==> config.mk <==
export PLATFORM = sky130hd
export DESIGN_NAME = iterative_arith_unit
export DESIGN_NICKNAME = d
export VERILOG_FILES = /design/src/rtl/arith_pkg.sv /design/src/rtl/muldiv_iter.sv /design/src/rtl/iterative_arith_unit.sv
export SDC_FILE = /design/constraint.sdc
export NUM_CORES = 1
export LEC_CHECK = 0
export BUFFER_PORTS_ARGS = -buffer_cell sky130_fd_sc_hd__buf_2
export CAP_MARGIN = 20
export CORE_MARGIN = 2
export CORE_UTILIZATION = 50
export DETAILED_ROUTE_END_ITERATION = 6
export MAX_ROUTING_LAYER = met4
export PLACE_DENSITY = 0.66
export SLEW_MARGIN = 20
export SYNTH_ARGS = -nofsm -noshare
export SYNTH_HDL_FRONTEND = slang
export SYNTH_SLANG_ARGS = --single-unit
==> constraint.sdc <==
create_clock -name clk -period 6.65 [get_ports clk]
set_input_delay 0.665 -clock clk [delete_from_list [all_inputs] [get_ports clk]]
set_output_delay 0.665 -clock clk [all_outputs]
set_load 0.01 [all_outputs]
==> src/rtl/arith_pkg.sv <==
// Shared types and constants for the iterative arithmetic unit.
package arith_pkg;

    // Operation codes; all four encodings are legal
    typedef enum logic [1:0] {
        OP_ADD = 2'b00,
        OP_SUB = 2'b01,
        OP_MUL = 2'b10,
        OP_DIV = 2'b11
    } op_t;

    // Control FSM states
    typedef enum logic [1:0] {
        IDLE = 2'b00,
        CALC = 2'b01,
        DONE = 2'b10
    } state_t;

    // Quotient reported for a divide by zero; sliced down to the operand width
    localparam logic [31:0] DIV_ZERO_QUOT = 32'hFFFF_FFFF;

endpackage

==> src/rtl/muldiv_iter.sv <==
// One-bit-per-cycle datapath shared by shift-add multiply and restoring divide.
// The hi/lo register pair holds {accumulator, multiplier} for MUL and
// {remainder, quotient-in-progress} for DIV.
module muldiv_iter
    import arith_pkg::*;
#(
    parameter int WIDTH = 8
) (
    input  logic             clk,
    input  logic             rst_n,
    input  logic             start,
    input  logic             div_mode,
    input  logic             step,
    input  logic [WIDTH-1:0] a,
    input  logic [WIDTH-1:0] b,
    output logic             last,
    output logic [WIDTH-1:0] next_hi,
    output logic [WIDTH-1:0] next_lo
);

    localparam int CW = $clog2(WIDTH + 1);

    logic [WIDTH-1:0] hi_q;
    logic [WIDTH-1:0] lo_q;
    logic [WIDTH-1:0] operand_q;
    logic             div_q;
    logic [CW-1:0]    count_q;

    logic [WIDTH:0]   mul_sum;
    logic [WIDTH:0]   div_shift;
    logic [WIDTH:0]   div_diff;

    // The final iteration is the one applied while the counter reads 1
    assign last = (count_q == CW'(1));

    // Compute the value of the hi/lo pair after one more iteration
    always_comb begin
        mul_sum   = {1'b0, hi_q} + (lo_q[0] ? {1'b0, operand_q} : '0);
        div_shift = {hi_q, lo_q[WIDTH-1]};
        div_diff  = div_shift - {1'b0, operand_q};
        next_hi   = mul_sum[WIDTH:1];
        next_lo   = {mul_sum[0], lo_q[WIDTH-1:1]};
        if (div_q) begin
            if (!div_diff[WIDTH]) begin
                next_hi = div_diff[WIDTH-1:0];
                next_lo = {lo_q[WIDTH-2:0], 1'b1};
            end else begin
                next_hi = div_shift[WIDTH-1:0];
                next_lo = {lo_q[WIDTH-2:0], 1'b0};
            end
        end
    end

    // Load operands on start, then advance one iteration per step
    always_ff @(posedge clk or negedge rst_n) begin
        if (!rst_n) begin
            hi_q      <= '0;
            lo_q      <= '0;
            operand_q <= '0;
            div_q     <= 1'b0;
            count_q   <= '0;
        end else if (start) begin
            hi_q      <= '0;
            lo_q      <= a;
            operand_q <= b;
            div_q     <= div_mode;
            count_q   <= CW'(WIDTH);
        end else if (step) begin
            hi_q      <= next_hi;
            lo_q      <= next_lo;
            count_q   <= count_q - CW'(1);
        end
    end

endmodule

==> src/rtl/iterative_arith_unit.sv <==
// Handshaked arithmetic unit: single-cycle ADD/SUB and divide-by-zero,
// WIDTH-cycle MUL/DIV through the muldiv_iter datapath.
module iterative_arith_unit
    import arith_pkg::*;
#(
    parameter int WIDTH = 8
) (
    input  logic             clk,
    input  logic             rst_n,
    input  logic             in_valid,
    output logic             in_ready,
    input  logic [1:0]       op,
    input  logic [WIDTH-1:0] a,
    input  logic [WIDTH-1:0] b,
    input  logic             carry_in,
    output logic             out_valid,
    input  logic             out_ready,
    output logic [WIDTH-1:0] result_lo,
    output logic [WIDTH-1:0] result_hi,
    output logic             carry_out,
    output logic             div_by_zero
);

    state_t           state_q;
    state_t           state_d;
    op_t              op_in;
    logic             accept;
    logic             start_iter;
    logic             step_iter;
    logic             iter_last;
    logic             b_zero;
    logic [WIDTH-1:0] iter_hi;
    logic [WIDTH-1:0] iter_lo;
    logic [WIDTH:0]   add_full;
    logic [WIDTH:0]   sub_full;

    assign op_in    = op_t'(op);
    assign b_zero   = (b == '0);
    assign add_full = {1'b0, a} + {1'b0, b} + {{WIDTH{1'b0}}, carry_in};
    assign sub_full = {1'b0, a} - {1'b0, b} - {{WIDTH{1'b0}}, carry_in};

    muldiv_iter #(
        .WIDTH(WIDTH)
    ) u_muldiv (
        .clk      (clk),
        .rst_n    (rst_n),
        .start    (start_iter),
        .div_mode (op_in == OP_DIV),
        .step     (step_iter),
        .a        (a),
        .b        (b),
        .last     (iter_last),
        .next_hi  (iter_hi),
        .next_lo  (iter_lo)
    );

    // State register; reset drops straight back to IDLE
    always_ff @(posedge clk or negedge rst_n) begin
        if (!rst_n) begin
            state_q <= IDLE;
        end else begin
            state_q <= state_d;
        end
    end

    // Next-state: single-cycle ops skip CALC, iterative ops stay for WIDTH cycles
    always_comb begin
        state_d = state_q;
        unique case (state_q)
            IDLE: begin
                if (accept) begin
                    if (op_in == OP_MUL || (op_in == OP_DIV && !b_zero)) begin
                        state_d = CALC;
                    end else begin
                        state_d = DONE;
                    end
                end
            end
            CALC: begin
                if (iter_last) begin
                    state_d = DONE;
                end
            end
            DONE: begin
                if (out_ready) begin
                    state_d = IDLE;
                end
            end
            default: state_d = IDLE;
        endcase
    end

    // Handshake outputs and datapath controls decoded from the current state
    always_comb begin
        in_ready   = (state_q == IDLE);
        out_valid  = (state_q == DONE);
        step_iter  = (state_q == CALC);
        accept     = in_valid && in_ready;
        start_iter = accept && (op_in == OP_MUL || (op_in == OP_DIV && !b_zero));
    end

    // Result registers: written at accept for single-cycle ops, on the last iteration otherwise
    always_ff @(posedge clk or negedge rst_n) begin
        if (!rst_n) begin
            result_lo   <= '0;
            result_hi   <= '0;
            carry_out   <= 1'b0;
            div_by_zero <= 1'b0;
        end else if (accept) begin
            unique case (op_in)
                OP_ADD: begin
                    result_lo   <= add_full[WIDTH-1:0];
                    result_hi   <= '0;
                    carry_out   <= add_full[WIDTH];
                    div_by_zero <= 1'b0;
                end
                OP_SUB: begin
                    result_lo   <= sub_full[WIDTH-1:0];
                    result_hi   <= '0;
                    carry_out   <= sub_full[WIDTH];
                    div_by_zero <= 1'b0;
                end
                OP_DIV: begin
                    if (b_zero) begin
                        result_lo   <= DIV_ZERO_QUOT[WIDTH-1:0];
                        result_hi   <= a;
                        carry_out   <= 1'b0;
                        div_by_zero <= 1'b1;
                    end
                end
                OP_MUL: begin
                end
                default: begin
                end
            endcase
        end else if (step_iter && iter_last) begin
            result_lo   <= iter_lo;
            result_hi   <= iter_hi;
            carry_out   <= 1'b0;
            div_by_zero <= 1'b0;
        end
    end

endmodule

==> summary.md <==
| Metric | Value |
|---|---|
| Status | finished clean |
| Worst setup skew after layout | about 9.8 ps |
| Via count of the first global-routing pass | 3,582 |
| Cell types with the largest area share after synthesis | dfrtp_1, ha_1, a21oi_1 |
| Wire length per cell after detailed routing | around 18 um |
| Finished Layout Cells | 631 |
| Lkg Pwr | between 2 and 2.5 nW |
| First-pass iteration count of the detailed router | 5 |
| Category of the critical setup timing path | register to register |
| Class of the most critical hold timing path | input pin to async pin |
| Max Fanout on Critical Path | 10 |
| Number of max-slew violations in the final report | 0 |
| DP HPWL | slightly below 9000 um |
| First-pass GRT wire length | 18,100 um |
| Routed wire length | 11,200 um |
| Most frequent cells after synthesis | dfrtp_1, nand2_1, inv_1, ha_1, a21oi_1 |
| Antenna diodes | 0 |
| Power share of the combinational group | 0.617 |
| Residual antenna-violating net count after detailed routing | 0 |
| Most repeated cell in the gate-level netlist after synthesis | dfrtp_1 |
| Root buf cell | clkbuf_8 |
| Antenna violations before repair | 0 |
| Unrepaired setup endpoints after global routing | no |
| Post-layout minimum cycle time | just under 3000 ps |
| Via-per-instance ratio | around 6 |
| Hold-fix buffers at CTS | 0 |
| Clock sink count | between 40 and 50 |
| Relative slew slack | 0.376 |
| Placeable core region | between 8000 and 9000 um^2 |
| Proportion of power drawn by the clock network | 0.109 |
| Vias post-DR | roughly 3,800 |
| Post-Synthesis Cell Area | roughly 4100 um^2 |
| Area Overhead vs Synth | 10.4% |
| Worst reg2reg startpoint | u_muldiv.lo_q[0]$_DFFE_PN0P_ |
| Yosys reg bits | around 50 |
| Post-Place Cell Area | about 4400 um^2 |
| Slack of the worst reg-to-reg path | 3730 ps |
| Floorplan row count | 33 |
| Worst setup endpoint | result_hi[5]$_DFFE_PN0P_ |
| Worst Path Required | 6870 ps |
| Total Power | approximately 0.002 W |
| CTS H-Tree Depth | 2 |
| Launching element type of the critical path | register |
| CTS max path bufs | 2 |
| Number of synthesized flops with an enable pin | 0 |
| Width of the chip | roughly 95 um |
| Final routed DRC violation total | 0 |
| Cells after Synth | 486 |
| Kind of capture point of the worst setup path | register |
| Depth of the worst register-to-register path | 10 |
| Internal Dissipation | approximately 0.0010 W |
| I/O Buffers | 42 |
| Clock latency reported for the late side of the worst-skew pair | 310 ps |
| Switching power summed over all nets | between 0.0009 and 0.001 W |
| Start point of the critical path | u_muldiv.lo_q[0]$_DFFE_PN0P_ |
| Portion of total power attributed to sequential cells | 0.273 |
| Fraction of post-synthesis cell area in the top cell type by area | 0.297 |
| Most used flip-flop cell after synthesis | dfrtp_1 |
| Number of max-capacitance violations reported | 0 |
| Largest net degree at the start of global routing | 50 |
| Switching Fraction | 0.483 |
| Max IR drop VDD | 0.127 mV |
| Post-CTS Setup Bufs | 0 |
| CTS resizes | 0 |
| Proportion of synthesized flip-flops having asynchronous set or reset | 1.00 |
| Maximum clock frequency | 0.343 GHz |
| Initial Util | 0.511 |
| RD Place Congestion | 0.907 |
| Final clock period utilization by the worst path | 0.439 |
| Inserted Clock Buffers | 5 |
| Worst Setup Slack, final | about 3700 ps |
| Number of instances in the placed design | between 600 and 700 |
| Worst slew pin tran | between 900 and 1000 ps |
| Die Area | 9010 um^2 |
| Post-synthesis cell type count | a little over 60 |
| Final-report hold violation count | 0 |
| Overflow after GRT | 0 |
| Final design instance area without fill | 4560 um^2 |
| Net count, final | around 590 |
| Slowest cell on the critical path | dfrtp_1 |
| Delay of the slowest critical-path stage | approximately 610 ps |
| Power density over the cells | roughly 440 nW/um^2 |
| Die height | ~95 um |
| Worst setup slack before clock tree synthesis | roughly 3500 ps |
| Portion of the post-synthesis area used by sequential elements | 0.297 |
| Top-level I/O count | 43 |
| Synth area leader | dfrtp_1 |
| Proportion of layout cells with a drive suffix above 1 | 0.139 |
| Total track usage | 0.269 |
| Arrival time at the worst endpoint | about 3100 ps |
| Total nets after synthesis | ~550 |
| Number of setup violations in the final report | 0 |
| Synthesized area per cell | between 8 and 9 um^2 |
| Total negative slack for setup checks | 0 ps |
| Number of DRC markers in iteration 0 | roughly 230 |
| Clock slew at reported path FFs | ~100 ps |
| Cells along the critical path | and2_1, ha_1, inv_1, fa_1, nor2b_1, o31a_1, nor4b_1, a2111oi_0, a31oi_1, a21bo_1 |
| Reg-to-reg critical path endpoint | result_hi[5]$_DFFE_PN0P_ |
| Clock tree from TritonCTS | done |
| Synth Warn # | 0 |
==> per-stage QoR <==
stage,hold slack (ps),util
finish,445,0.564
global route,505,0.564
CTS,480,0.564
detailed placement,474,0.549
global placement,472,0.549
floorplan,369,-
==> power groups by stage <==
stage	clock [W]	combinational [W]	sequential (W)
floorplan	0	0.000907	0.000542
global placement	0	0.00122	0.000553
detailed placement	0	0.00124	0.000554
CTS	0.000220	0.00125	0.000549
global route	0.000232	0.00140	0.000569
finish	0.000221	0.00125	0.000553
==> logic make-up (layout without fill, tap and decap cells) <==
logic type	Yosys count	in the layout	synth area share
buffers and inverters	59	99	0.0557
muxes	8	8	0.0194
and+or+nand+nor	152	152	0.194
xor gates and xnor gates	17	17	0.0360
AOI/OAI and AO/OA	156	156	0.250
adders and majority gates	45	45	0.147
DFF	49	49	0.297
==> area by class of cell <==
type	instances	area, um^2
Fill cell	793	3530
Multi-Input combinational cell	378	2680
Sequential cell	49	1230
Timing Repair Buffer	46	240
Inverter	45	169
Tap cell	105	131
Clock buffer	5	68.8
Clock inverter	3	46.3
==> metal layers <==
| metal | GRT usage | up-vias | routed length [um] |
|---|---|---|---|
| met5 | - | - | 0 |
| met4 | 0.0797 | 0 | 255 |
| met3 | 0.0263 | 18 | 458 |
| met2 | 0.439 | 105 | 5480 |
| met1 | 0.357 | 1811 | 5050 |
| li1 | - | 1842 | - |
==> worst max-delay path, delay by kind of cell, from the launching register on <==
family,cells,cell delay (ps)
buffers and inverters,1,70
adders and majority gates,2,600
and+or+nand+nor,3,500
DFF,1,610
AOI/OAI and AO/OA,4,1040
==> flip-flops by register name (all words and copies together) (netlist names), 2 cells and up <==
signal              flops
result_hi               8
result_lo               8
state_q                 2
u_muldiv.count_q        4
u_muldiv.hi_q           8
u_muldiv.lo_q           8
u_muldiv.operand_q      8
==> cells in the final DEF (no fill, tap or decap), drive strengths merged, types with 3 or more instances in the layout <==
cell / n
o21a: 5
a21o: 6
buf: 46
nor2b: 11
and3: 8
o22ai: 5
ha: 39
nor4: 4
o221ai: 13
nor2: 28
fa: 6
or3: 5
nor3: 12
dfrtp: 49
and2: 8
a21oi: 38
inv: 44
o21bai: 4
nor3b: 4
xor2: 6
o21ai: 41
nand2: 45
o31ai: 4
a31oi: 7
a2111oi: 3
nand2b: 4
a221oi: 4
nand4: 4
clkbuf: 5
a211oi: 8
nand3: 14
o22a: 3
xnor2: 11
o211ai: 3
mux2i: 8
==> worst min path at each step <==
stage	from	to	slack, ps
after global routing	rst_n	result_lo[0]$_DFFE_PN0P_	510
after global placement	result_lo[1]$_DFFE_PN0P_	result_lo[1]$_DFFE_PN0P_	470
after CTS	rst_n	u_muldiv.hi_q[4]$_DFFE_PN0P_	480
after detailed placement	result_hi[6]$_DFFE_PN0P_	result_hi[6]$_DFFE_PN0P_	470
after floorplan	rst_n	carry_out$_DFFE_PN0P_	370
final	rst_n	result_hi[0]$_DFFE_PN0P_	450
Note: power is estimated with default switching activity, not from simulation.
